## config.mk

```make
export PLATFORM = sky130hd
export DESIGN_NAME = sram_arbiter
export DESIGN_NICKNAME = d
export VERILOG_FILES = /design/src/rtl/sram_arb_pkg.sv /design/src/rtl/sram_arb_wr_fifo.sv /design/src/rtl/sram_arbiter.sv
export SDC_FILE = /design/constraint.sdc
export NUM_CORES = 1
export LEC_CHECK = 0
export CORE_MARGIN = 2
export CORE_UTILIZATION = 55
export CTS_BUF_LIST = sky130_fd_sc_hd__clkbuf_4 sky130_fd_sc_hd__clkbuf_8
export DETAILED_ROUTE_END_ITERATION = 10
export GPL_ROUTABILITY_DRIVEN = 0
export PLACE_DENSITY = 0.81
export SETUP_SLACK_MARGIN = 0.02
export SYNTH_ARGS = -nofsm -noshare
export SYNTH_HDL_FRONTEND = slang
export SYNTH_SLANG_ARGS = --single-unit
```

## constraint.sdc

```tcl
create_clock -name clk -period 3.1 [get_ports clk]
set_clock_uncertainty 0.15 [all_clocks]
set_input_delay 0.62 -clock clk [delete_from_list [all_inputs] [get_ports clk]]
set_output_delay 0.62 -clock clk [all_outputs]
set_load 0.01 [all_outputs]
```

## src/rtl/sram_arb_pkg.sv

```systemverilog
// Shared widths, write-queue entry type and grant encoding for the frame-buffer SRAM arbiter.
package sram_arb_pkg;

    localparam int unsigned ADDR_W       = 20;
    localparam int unsigned DATA_W       = 17;
    localparam int unsigned READ_LATENCY = 4;

    typedef struct packed {
        logic [ADDR_W-1:0] addr;
        logic [DATA_W-1:0] data;
    } wr_entry_t;

    typedef enum logic [1:0] {
        GNT_IDLE,
        GNT_RD,
        GNT_WR
    } gnt_e;

endpackage

```

## src/rtl/sram_arb_wr_fifo.sv

```systemverilog
// Synchronous write-request FIFO; flags decode a registered occupancy count, head is never bypassed.
module sram_arb_wr_fifo
    import sram_arb_pkg::*;
#(
    parameter int unsigned DEPTH = 4
) (
    input  logic      clk,
    input  logic      rst,
    input  logic      i_push,
    input  wr_entry_t i_data,
    input  logic      i_pop,
    output wr_entry_t o_head_c,
    output logic      o_full_c,
    output logic      o_empty_c
);

    localparam int unsigned PTR_W = $clog2(DEPTH);
    localparam int unsigned CNT_W = $clog2(DEPTH + 1);

    wr_entry_t          r_mem [DEPTH];
    logic [PTR_W-1:0]   r_wr_ptr;
    logic [PTR_W-1:0]   r_rd_ptr;
    logic [CNT_W-1:0]   r_count;
    logic               w_push;
    logic               w_pop;

    assign o_full_c  = (r_count == CNT_W'(DEPTH));
    assign o_empty_c = (r_count == '0);
    assign o_head_c  = r_mem[r_rd_ptr];
    assign w_push    = i_push && !o_full_c;
    assign w_pop     = i_pop && !o_empty_c;

    // Pointers wrap naturally because DEPTH is a power of two.
    always_ff @(posedge clk) begin
        if (rst) begin
            r_wr_ptr <= '0;
            r_rd_ptr <= '0;
            r_count  <= '0;
        end else begin
            if (w_push) begin
                r_wr_ptr <= r_wr_ptr + PTR_W'(1);
            end
            if (w_pop) begin
                r_rd_ptr <= r_rd_ptr + PTR_W'(1);
            end
            case ({w_push, w_pop})
                2'b10:   r_count <= r_count + CNT_W'(1);
                2'b01:   r_count <= r_count - CNT_W'(1);
                default: r_count <= r_count;
            endcase
        end
    end

    always_ff @(posedge clk) begin
        if (w_push) begin
            r_mem[r_wr_ptr] <= i_data;
        end
    end

endmodule

```

## src/rtl/sram_arbiter.sv

```systemverilog
// Two-port arbiter in front of the single-ported frame-buffer SRAM: priority reads, queued writes, starvation guard.
// Define SRAM_ARB_STATS_EN to add 32-bit grant/stall statistics counters.
module sram_arbiter
    import sram_arb_pkg::*;
#(
    parameter int unsigned WR_FIFO_DEPTH   = 4,
    parameter int unsigned MAX_READ_STREAK = 8
) (
    input  logic              clk,
    input  logic              rst,
    input  logic              rd_req_valid,
    output logic              rd_req_ready,
    input  logic [ADDR_W-1:0] rd_req_addr,
    output logic              rd_resp_valid,
    output logic [DATA_W-1:0] rd_resp_data,
    input  logic              wr_req_valid,
    output logic              wr_req_ready,
    input  logic [ADDR_W-1:0] wr_req_addr,
    input  logic [DATA_W-1:0] wr_req_data,
`ifdef SRAM_ARB_STATS_EN
    output logic [31:0]       stat_rd_grants,
    output logic [31:0]       stat_wr_grants,
    output logic [31:0]       stat_rd_stalls,
`endif
    output logic [ADDR_W-1:0] sram_addr,
    output logic              sram_write_enable,
    output logic [DATA_W-1:0] sram_data_in,
    input  logic [DATA_W-1:0] sram_data_out
);

    localparam int unsigned STREAK_W = $clog2(MAX_READ_STREAK + 1);

    wr_entry_t            w_wr_entry;
    wr_entry_t            w_fifo_head;
    logic                 w_fifo_full;
    logic                 w_fifo_empty;
    logic                 w_push;
    logic                 w_pop;
    logic                 w_force_wr;
    gnt_e                 w_gnt;
    logic [STREAK_W-1:0]  r_streak;
    logic                 r_cmd_rd;
    logic [READ_LATENCY:0] r_rd_pipe;

    assign w_wr_entry   = '{addr: wr_req_addr, data: wr_req_data};
    assign w_push       = wr_req_valid && !w_fifo_full;
    assign w_pop        = (w_gnt == GNT_WR);
    assign wr_req_ready = !w_fifo_full;
    assign rd_req_ready = !rst && !w_force_wr;

    sram_arb_wr_fifo #(
        .DEPTH (WR_FIFO_DEPTH)
    ) u_wr_fifo (
        .clk       (clk),
        .rst       (rst),
        .i_push    (w_push),
        .i_data    (w_wr_entry),
        .i_pop     (w_pop),
        .o_head_c  (w_fifo_head),
        .o_full_c  (w_fifo_full),
        .o_empty_c (w_fifo_empty)
    );

    // Reads win unless a pending write has waited out a full read streak.
    always_comb begin
        w_force_wr = !w_fifo_empty && (r_streak == STREAK_W'(MAX_READ_STREAK));
        w_gnt      = GNT_IDLE;
        if (rd_req_valid && !w_force_wr) begin
            w_gnt = GNT_RD;
        end else if (!w_fifo_empty) begin
            w_gnt = GNT_WR;
        end
    end

    // Command register: each grant is presented to the SRAM for exactly one cycle.
    always_ff @(posedge clk) begin
        if (rst) begin
            sram_addr         <= '0;
            sram_write_enable <= 1'b0;
            sram_data_in      <= '0;
            r_cmd_rd          <= 1'b0;
            r_streak          <= '0;
        end else begin
            case (w_gnt)
                GNT_RD: begin
                    sram_addr         <= rd_req_addr;
                    sram_write_enable <= 1'b0;
                    r_cmd_rd          <= 1'b1;
                    r_streak          <= w_fifo_empty ? '0 : r_streak + STREAK_W'(1);
                end
                GNT_WR: begin
                    sram_addr         <= w_fifo_head.addr;
                    sram_data_in      <= w_fifo_head.data;
                    sram_write_enable <= 1'b1;
                    r_cmd_rd          <= 1'b0;
                    r_streak          <= '0;
                end
                default: begin
                    sram_write_enable <= 1'b0;
                    r_cmd_rd          <= 1'b0;
                    r_streak          <= '0;
                end
            endcase
        end
    end

    // In-flight read tracking; idle dummy reads never enter the pipe.
    always_ff @(posedge clk) begin
        if (rst) begin
            r_rd_pipe     <= '0;
            rd_resp_valid <= 1'b0;
            rd_resp_data  <= '0;
        end else begin
            r_rd_pipe     <= {r_rd_pipe[READ_LATENCY-1:0], r_cmd_rd};
            rd_resp_valid <= r_rd_pipe[READ_LATENCY];
            if (r_rd_pipe[READ_LATENCY]) begin
                rd_resp_data <= sram_data_out;
            end
        end
    end

`ifdef SRAM_ARB_STATS_EN
    always_ff @(posedge clk) begin
        if (rst) begin
            stat_rd_grants <= '0;
            stat_wr_grants <= '0;
            stat_rd_stalls <= '0;
        end else begin
            if (w_gnt == GNT_RD) begin
                stat_rd_grants <= stat_rd_grants + 32'd1;
            end
            if (w_gnt == GNT_WR) begin
                stat_wr_grants <= stat_wr_grants + 32'd1;
            end
            if (rd_req_valid && !rd_req_ready) begin
                stat_rd_stalls <= stat_rd_stalls + 32'd1;
            end
        end
    end
`endif

endmodule

```

==> key figures, run 1 <==
Worst setup path
  – Crit end category: primary output
  – Startpoint types: flop
  – Crit Path Class: flop to primary output
  – Crit-path cells: inv_1 > ha_1 > and3b_1 > a21oi_1 > clkdlybuf4s50_1
  – Worst path required time: 2.33 ns
  – WP buf/inv: 2
  – Worst EP arrival: 2.16 ns
  – Critical Path Max Stage Delay: 0.58 ns
  – Crit path max fanout: 4
  – Largest delay share family, worst path: buffers and inverters
  – CP max stage cell: clkdlybuf4s50_1

Clock tree
  – CTS buffer count: 37
  – Clock slew at reported path FFs: 0.06 ns
  – Post-CTS Setup Repair Bufs: 0
  – CTS max path bufs: 3
  – CTS Sinks: 223
  – CTS tree: done
  – Resized cells post-CTS: 0
  – H-tree depth: 2
  – Hold buffer count at cts: 0
  – Skew-Pair Late Insertion Delay: 0.52 ns
  – Root Buffer: clkbuf_8

Die
  – Die width: 129 µm
  – I/O pin count: 136
  – Die Y: 129 µm
  – Row Count: 45
  – Die ar.: 16700 µm²
  – Starting Density: 56.5%
  – Core ar.: 15300 µm²

Global routing
  – Largest net degree at the start of global routing: 56
  – All-Layer GR Usage: 22.9%
  – Global-route wire length before repair: 28700 µm
  – Number of global-route vias before repair: 5627
  – Initial antenna violation count: 1
  – Grt ovf: 0

STA
  – Slew Viols, Final: 0
  – Max Freq: 341 MHz
  – Final hold vios: 0
  – Period utilization: 94.5%
  – Final Critical Period: 2.93 ns
  – Rel. slew slack: 38.4%
  – Worst slew pin tran: 0.923 ns
  – RSZ-0062 raised after global routing: false
  – Count of final setup violators: 0
  – Setup tns final: 0 ns

Cells and area
  – Layout cells sized above 1: 16.6%
  – Area Overhead vs Synth: 27.2%
  – Fin util: 71.9%
  – NumNets Final: 786

Drt
  – WL/cell: 20.0 µm
  – Pre-antenna DRT Iters: 5
  – DR vias: 5300
  – Post-route DRC: 0
  – 1st-iter DRT viols: 432
  – Final WL: 18800 µm
  – Vias per cell: 5.64
  – Post-DRT Antenna Nets: 0

Yosys
  – Most used DFF post-synth: edfxtp_1
  – Mapped Avg Cell Area: 15.8 µm²
  – Top cell type's share of synthesized area: 51.6%
  – Cell with the most instances after synthesis: edfxtp_1
  – Async S/R FF share, synth: 0%
  – Area leader, netlist: edfxtp_1
  – Synth area leaders: edfxtp_1 (52%), dfxtp_1 (17%), mux4_2 (7.8%), a211oi_1 (3.5%), mux4_1 (2.1%)
  – EDFF count, synth: 148
  – Sequential-to-total area share from yosys stat: 69.0%
  – Cell Area, Synth: 8620 µm²
  – Net Count, Synth: 631
  – Post-synth cell types: 41
  – #FFs+latches synth: 223
  – Cells after Synth: 545
  – Synth top cells by count: edfxtp_1 (148), dfxtp_1 (75), a211oi_1 (40)
  – Synth warn: 0

Placement
  – Dpl hpwl: 11900 µm
  – Buffers added on ports: 135

Power
  – Peak supply drop: 0.494 mV
  – Cell Pwr Density: 741 nW/µm²
  – Tot Pwr: 8.13 mW
  – Leak: 3.91 nW

Flow run
  – Max-cap violations: 0

Min path
  – Hold WC Path Type: flop to flop

Outcome
  – Status: finished clean
## path summary, 6_finish.rpt
kind                                      startpoint                   end  slack, ns  cells past startpoint
worst max register to register  u_wr_fifo.r_count[0]  u_wr_fifo.r_count[2]       0.61                      7
worst min register to register          r_rd_pipe[0]          r_rd_pipe[1]       0.29                      1
worst max-delay path                     r_streak[0]          rd_req_ready       0.17                      5
worst min-delay path                    r_rd_pipe[0]          r_rd_pipe[1]       0.29                      1
## registers in the layout, indices dropped and copies added (netlist names), named ones only
name	cells
sram_addr	20
r_cmd_rd	1
u_wr_fifo.r_count	3
u_wr_fifo.r_rd_ptr	2
sram_write_enable	1
u_wr_fifo.r_mem	148
rd_resp_valid	1
u_wr_fifo.r_wr_ptr	2
sram_data_in	17
r_rd_pipe	5
rd_resp_data	17
r_streak	4
## report_power, final
| part | internal [mW] | switching, mW |
|---|---|---|
| registers | 3.55 | 0.255 |
| clock network | 1.38 | 1.11 |
| logic | 0.979 | 0.858 |
| total | 5.90 | 2.22 |
## kinds of logic after synthesis
logic type	after synthesis	share of synthesized area [%]
adder cells (fa/ha/maj)	8	1.25
AND/OR/NAND/NOR	101	6.11
buffers and inverters	63	3.45
multiplexers	58	12.5
flip-flops	223	69.0
XOR/XNOR	4	0.407
AO/OA/AOI/OAI	88	7.30
## routing by layer
metal,part of all wire (%),routed length (µm),vias to the layer above,global-route usage (%)
met5,0,0,-,0
met4,3.6,674,0,11.3
met3,6.7,1260,53,4.21
met2,52,9720,229,39.7
met1,38,7120,2611,27.7
li1,-,-,2407,-
## cell type report
class | instances | area [µm²]
antenna | 1 | 2.50
clock buffer | 53 | 661
clock inverter | 14 | 66.3
fill | 965 | 4290
inverter | 26 | 97.6
multi-input combinational | 259 | 2380
sequential | 223 | 5950
tap | 211 | 264
timing repair buffer | 153 | 1540
## per-stage QoR
| step | instance area, µm² | hold WS [ns] | cells | worst slack [ns] |
|---|---|---|---|---|
| finish | 11000 | 0.288 | 940 | 0.171 |
| global route | 11000 | 0.314 | 940 | 0.123 |
| CTS | 11000 | 0.286 | 939 | 0.152 |
| detailed placement | 10200 | 0.272 | 872 | 0.322 |
| global placement | 10200 | 0.267 | 872 | 0.402 |
| floorplan | 8620 | 0.264 | 545 | 0.731 |
## cell usage in the layout, fill, tap and decap left out, types with 11 or more instances in the layout
cell type / count
clkbuf_4: 11
buf_4: 13
o21ai_0: 21
mux2i_1: 18
edfxtp_1: 148
inv_1: 25
clkbuf_8: 42
a211o_1: 17
mux4_2: 30
nand2b_1: 17
a211oi_1: 40
nor2_1: 38
dfxtp_1: 73
nor3_1: 17
clkdlybuf4s50_1: 134
Note: power is estimated with default switching activity, not from simulation.
==> run 2, diff against run 1 <==
--- a/config.mk
+++ b/config.mk
@@ -5,6 +5,7 @@
 export SDC_FILE = /design/constraint.sdc
 export NUM_CORES = 1
 export LEC_CHECK = 0
+export ABC_AREA = 0
 export CORE_MARGIN = 2
 export CORE_UTILIZATION = 55
 export CTS_BUF_LIST = sky130_fd_sc_hd__clkbuf_4 sky130_fd_sc_hd__clkbuf_8
@@ -15,3 +16,4 @@
 export SYNTH_ARGS = -nofsm -noshare
 export SYNTH_HDL_FRONTEND = slang
 export SYNTH_SLANG_ARGS = --single-unit
+export TNS_END_PERCENT = 30
==> results of run 2 <==
Same layout as run 1: the final DEF is identical, and so are final timing and power.
==> run 3, diff against run 2 <==
--- a/config.mk
+++ b/config.mk
@@ -11,6 +11,7 @@
 export CTS_BUF_LIST = sky130_fd_sc_hd__clkbuf_4 sky130_fd_sc_hd__clkbuf_8
 export DETAILED_ROUTE_END_ITERATION = 10
 export GPL_ROUTABILITY_DRIVEN = 0
+export GPL_TIMING_DRIVEN = 1
 export PLACE_DENSITY = 0.81
 export SETUP_SLACK_MARGIN = 0.02
 export SYNTH_ARGS = -nofsm -noshare
==> results of run 3 <==
Same layout as run 1: the final DEF is identical, and so are final timing and power.
